## src/rtl/regfile_access_ctrl_pkg.sv

```systemverilog
// regfile_access_ctrl_pkg: command encodings, FSM states and defaults shared by the
// register-file access controller and the SoC control path that feeds it.
package regfile_access_ctrl_pkg;

    typedef enum logic [1:0] {
        OP_READ        = 2'b00,
        OP_WRITE       = 2'b01,
        OP_FAULT_WRITE = 2'b10,
        OP_DUMP        = 2'b11
    } op_e;

    typedef enum logic [2:0] {
        ST_IDLE   = 3'd0,
        ST_HALT   = 3'd1,
        ST_SETTLE = 3'd2,
        ST_READ   = 3'd3,
        ST_WRITE  = 3'd4,
        ST_RESP   = 3'd5
    } state_e;

    localparam int STOP_SETTLE_DEFAULT = 2;

endpackage

```

## src/rtl/regfile_access_ctrl.sv

```systemverilog
// regfile_access_ctrl: halts the core, then reads, writes, fault-injects or dumps the
// register file through its debug port, releasing the core after the last response.
module regfile_access_ctrl
    import regfile_access_ctrl_pkg::*;
#(
    parameter int DATA_WIDTH         = 32,
    parameter int REG_ADDR_WIDTH     = 5,
    parameter int NUM_REGS           = 32,
    parameter int STOP_SETTLE_CYCLES = STOP_SETTLE_DEFAULT
) (
    input  logic                      clk,
    input  logic                      rst,
    input  logic                      cmd_valid,
    output logic                      cmd_ready,
    input  logic [1:0]                cmd_op,
    input  logic [REG_ADDR_WIDTH-1:0] cmd_addr,
    input  logic [DATA_WIDTH-1:0]     cmd_wdata,
    output logic                      rsp_valid,
    input  logic                      rsp_ready,
    output logic [DATA_WIDTH-1:0]     rsp_data,
    output logic [REG_ADDR_WIDTH-1:0] rsp_addr,
    output logic                      rsp_last,
    output logic                      cpu_stop,
    input  logic                      cpu_idle,
    output logic [REG_ADDR_WIDTH-1:0] rf_addr,
    output logic                      rf_we,
    output logic [DATA_WIDTH-1:0]     rf_wdata,
    input  logic [DATA_WIDTH-1:0]     rf_rdata
);

    localparam int CW = (STOP_SETTLE_CYCLES > 1) ? $clog2(STOP_SETTLE_CYCLES) : 1;
    localparam logic [CW-1:0] CNT_LAST = CW'((STOP_SETTLE_CYCLES > 0) ? STOP_SETTLE_CYCLES - 1 : 0);
    localparam logic [REG_ADDR_WIDTH-1:0] ADDR_LAST = REG_ADDR_WIDTH'(NUM_REGS - 1);

    state_e                    state, state_n;
    op_e                       op_q;
    logic [REG_ADDR_WIDTH-1:0] addr_q;
    logic [DATA_WIDTH-1:0]     data_q;
    logic [DATA_WIDTH-1:0]     rsp_q;
    logic [CW-1:0]             cnt_q;
    logic                      stop_q;
    logic                      addr_zero;
    logic                      last_reg;
    logic [DATA_WIDTH-1:0]     rd_cap;
    state_e                    access_st;

    assign addr_zero = (addr_q == '0);
    assign last_reg  = (addr_q == ADDR_LAST);
    // x0 is hardwired zero regardless of what the debug read port returns
    assign rd_cap    = addr_zero ? '0 : rf_rdata;
    assign access_st = (op_q == OP_WRITE) ? ST_WRITE : ST_READ;

    always_comb begin
        state_n = state;
        case (state)
            ST_IDLE:   state_n = cmd_valid ? ST_HALT : ST_IDLE;
            ST_HALT:   state_n = !cpu_idle ? ST_HALT : (STOP_SETTLE_CYCLES == 0) ? access_st : ST_SETTLE;
            ST_SETTLE: state_n = (cnt_q == CNT_LAST) ? access_st : ST_SETTLE;
            ST_READ:   state_n = (op_q == OP_FAULT_WRITE) ? ST_WRITE : ST_RESP;
            ST_WRITE:  state_n = ST_RESP;
            ST_RESP:   state_n = !rsp_ready ? ST_RESP : (op_q == OP_DUMP && !last_reg) ? ST_READ : ST_IDLE;
            default:   state_n = ST_IDLE;
        endcase
    end

    always_ff @(posedge clk or posedge rst) begin
        if (rst) begin
            state  <= ST_IDLE;
            op_q   <= OP_READ;
            addr_q <= '0;
            data_q <= '0;
            rsp_q  <= '0;
            cnt_q  <= '0;
            stop_q <= 1'b0;
        end else begin
            state  <= state_n;
            stop_q <= (state_n != ST_IDLE);
            case (state)
                ST_IDLE: if (cmd_valid) begin
                    op_q   <= op_e'(cmd_op);
                    addr_q <= (op_e'(cmd_op) == OP_DUMP) ? '0 : cmd_addr;
                    data_q <= cmd_wdata;
                end
                ST_HALT:   cnt_q <= '0;
                ST_SETTLE: cnt_q <= cnt_q + 1'b1;
                ST_READ: begin
                    rsp_q <= rd_cap;
                    if (op_q == OP_FAULT_WRITE) data_q <= rd_cap ^ data_q;
                end
                ST_WRITE: rsp_q <= addr_zero ? '0 : data_q;
                ST_RESP: if (rsp_ready && op_q == OP_DUMP && !last_reg) addr_q <= addr_q + 1'b1;
                default: ;
            endcase
        end
    end

    assign cmd_ready = (state == ST_IDLE) && !rst;
    assign cpu_stop  = stop_q;
    assign rsp_valid = (state == ST_RESP);
    assign rsp_data  = rsp_valid ? rsp_q : '0;
    assign rsp_addr  = rsp_valid ? addr_q : '0;
    assign rsp_last  = rsp_valid && (op_q != OP_DUMP || last_reg);
    assign rf_addr   = (state == ST_READ || state == ST_WRITE) ? addr_q : '0;
    assign rf_we     = (state == ST_WRITE) && !addr_zero;
    assign rf_wdata  = (state == ST_WRITE) ? data_q : '0;

endmodule

```

## config.mk

```make
export PLATFORM = sky130hd
export DESIGN_NAME = regfile_access_ctrl
export DESIGN_NICKNAME = d
export VERILOG_FILES = /design/src/rtl/regfile_access_ctrl_pkg.sv /design/src/rtl/regfile_access_ctrl.sv
export SDC_FILE = /design/constraint.sdc
export NUM_CORES = 1
export LEC_CHECK = 0
export BUFFER_PORTS_ARGS = -buffer_cell sky130_fd_sc_hd__clkbuf_2
export CAP_MARGIN = 20
export CORE_ASPECT_RATIO = 1.5
export CORE_MARGIN = 2
export CORE_UTILIZATION = 56
export CTS_CLUSTER_DIAMETER = 150
export CTS_CLUSTER_SIZE = 25
export DETAILED_ROUTE_END_ITERATION = 12
export GPL_TIMING_DRIVEN = 0
export PLACE_DENSITY = 0.86
export SLEW_MARGIN = 20
export SYNTH_ARGS = -nofsm -noshare
export SYNTH_HDL_FRONTEND = slang
export SYNTH_SLANG_ARGS = --single-unit
export TNS_END_PERCENT = 1
```

## constraint.sdc

```tcl
create_clock -name clk -period 6.95 [get_ports clk]
set_input_delay 1.39 -clock clk [delete_from_list [all_inputs] [get_ports clk]]
set_output_delay 1.39 -clock clk [all_outputs]
set_load 0.03 [all_outputs]
```

==> impl_metrics.ini <==
[outcome]
status = complete, no violations

[clocking]
cts_resized = 0
root_buffer = clkbuf_16
hold_buffers = 0
cts_buffers = 9
cts.clk_slew.worst_paths_ps = 60
cts_num_sinks = 76
cts_htree_levels = 3
clkLatencyLatePin_ps = 340
cts_tree = yes
cts_buffer_depth = 2
postCtsSetupRepairBufs = 0

[hold_path]
worstHoldStart = rsp_q[17]
hold_class = reg2reg

[timing]
relSlewSlack_pct = 26.1
timing.final.crit_share_pct = 58.7
setup_tns_ps = 0
grt_setup_unrepaired = false
clock_skew_ps = 6.31
worstMarginPinSlew_ps = 1090
slew_violations = 0
min_period_ps = 4080
timing.fmax_mhz = 245
setup_violations = 0
hold_viol = 0

[setup_path]
critPathCaptureType = output port
cpMaxStageDelayCell = clkbuf_1
cp-start-kind = register
worstPathRequired_ps = 5560
r2r-start = addr_q[0]
path_delay_family = buffers and inverters
path_common_cell = clkbuf_1
slowest_delay_ps = 470
cp_num_buf_inv = 4
crit_fanout = 10
startpoint = state[1]
worst-setup-path-type = reg2out
worstPathCellList = buf_2, nor3b_1, clkbuf_1, clkbuf_1, and2_1, clkbuf_2
cp.arrival_ps = 2690

[power]
power_density_nw_per_um2 = 434
leakage_nw = 2.65
ir_worst_vdd_mv = 0.285

[synthesis]
synth_top_area_cell = dfrtp_1
synth_async_sr_flop_share_pct = 100
ys_seq_elements = 76
synthesis.nets = 569
synth.area.top_cells = dfrtp_1 40%, and2_1 9.0%, o32a_1 6.5%
synth_area_um2 = 4780
yosys_warnings = 0
synth_cells = 490
synth_commonest_cells = 76 x dfrtp_1, 69 x and2_1, 38 x clkbuf_1
syn_area_per_cell_um2 = 9.76
synthDistinctLibCells = 49
synth.most_common_cell = dfrtp_1
synthFlopType = dfrtp_1
yosysSeqAreaShare_pct = 39.8
synth-edff-count = 0
synth_top_area_share_pct = 39.8

[die]
core_region_area_um2 = 8360
rows = 41
ios = 155
die_x_um = 79.5
start_util_pct = 57.2
die_h_um = 117
dieArea_um2 = 9310

[finish]
register_area_um2 = 1900
design_area_um2 = 6020
syn_to_final_growth_pct = 25.8
nNetsFinal = 735
diodes = 0
multi_input_area_um2 = 2590
fillers = 639
layout-drive-gt1-share_pct = 29.3
final_cells = 768

[grt]
grt.total_usage_pct = 33.8
antenna_found_initial = 0
grt_pass1_vias = 4959
grt_max_degree = 48
gr-total-overflow = 0
grt_pass1_wl_mm = 24.5

[flow_run]
drv_cap = 0

[routing]
drcViolationCount = 0
vias = 5142
drt-total-wl_mm = 15.9
antenna_left = 0
drt-vias-per-instance = 6.70
dr.pass1.iters = 8
wl_per_cell_um = 20.7
drt_iter0_drc = 614

[placement]
routabilityCongestion = 0.923
dp_cells = 752
portBuffers = 154
dpl-instance-area_um2 = 5720
dp_hpwl_mm = 11.1
==> metal layers <==
metal  routed length [um]  GRT usage [%]  part of all wire [%]  up-vias
li1                     -              -                     -     2268
met3                 1330           5.98                   8.3       50
met1                 6120           41.9                    38     2516
met4                  546           16.4                   3.4        0
met2                 7910           56.8                    50      308
met5                    0              0                     0        -
==> registers in the layout, summed over array words and instances (netlist names) <==
name / cells
addr_q: 5
cnt_q: 1
cpu_stop: 1
data_q: 32
op_q: 2
rsp_q: 32
state: 3
==> path summary, 6_finish.rpt <==
kind	to	slack [ps]	cells after the start
max in group asynchronous	data_q[12]	5310	3
hold reg to reg	rsp_q[17]	480	1
setup / recovery	rf_wdata[27]	2870	6
hold / removal	rsp_q[17]	480	1
min in group asynchronous	state[1]	1060	2
setup reg to reg	rsp_q[21]	4460	5
==> cell usage in the layout (no fill, tap or decap), types with 3 or more instances in the layout <==
master and count:
a22oi_1 32, and2_1 69, a21oi_1 36, clkbuf_1 40
o211ai_1 5, o21ai_0 4, clkbuf_8 5, nor2b_1 8
buf_1 3, a41oi_1 32, buf_2 14, a211oi_1 4
nand3_1 5, ha_1 3, o32a_1 31, o2bb2ai_1 32
dfrtp_1 76, buf_6 4, nor2_1 8, clkbuf_16 9
nand2_1 12, and4_1 31, inv_1 3, clkbuf_2 154
==> logic make-up after synthesis <==
logic type,synth area share (%)
compound gates,30.9
fa+ha+maj,0.785
buf+inv,6.02
flops,39.8
mux,0.654
simple gates,21.9
==> report_power, final <==
| part | internal, W | total [W] | switching [W] |
|---|---|---|---|
| logic | 0.000494 | 0.00129 | 0.000800 |
| registers | 0.000660 | 0.000845 | 0.000184 |
| clock network | 0.000291 | 0.000473 | 0.000181 |
| total | 0.00145 | 0.00261 | 0.00117 |
==> cell type report <==
cell class / instances / share of cell area, %
Multi-Input combinational cell: 350 / 43.1
Timing Repair Buffer: 155 / 13.3
Buffer: 59 / 4.47
Inverter: 5 / 0.353
Tap cell: 107 / 2.22
Clock buffer: 16 / 5.01
Sequential cell: 76 / 31.6
==> through the flow <==
stage	util (%)	worst slack, ps	hold WS (ps)	power, W
floorplan	-	3270	448	0.00172
CTS	72.0	2950	483	0.00258
detailed placement	68.4	3310	466	0.00210
global route	72.0	2800	491	0.00274
global placement	68.0	2650	462	0.00205
finish	72.0	2870	477	0.00261
No activity file was read; power rests on OpenSTA's default activity.
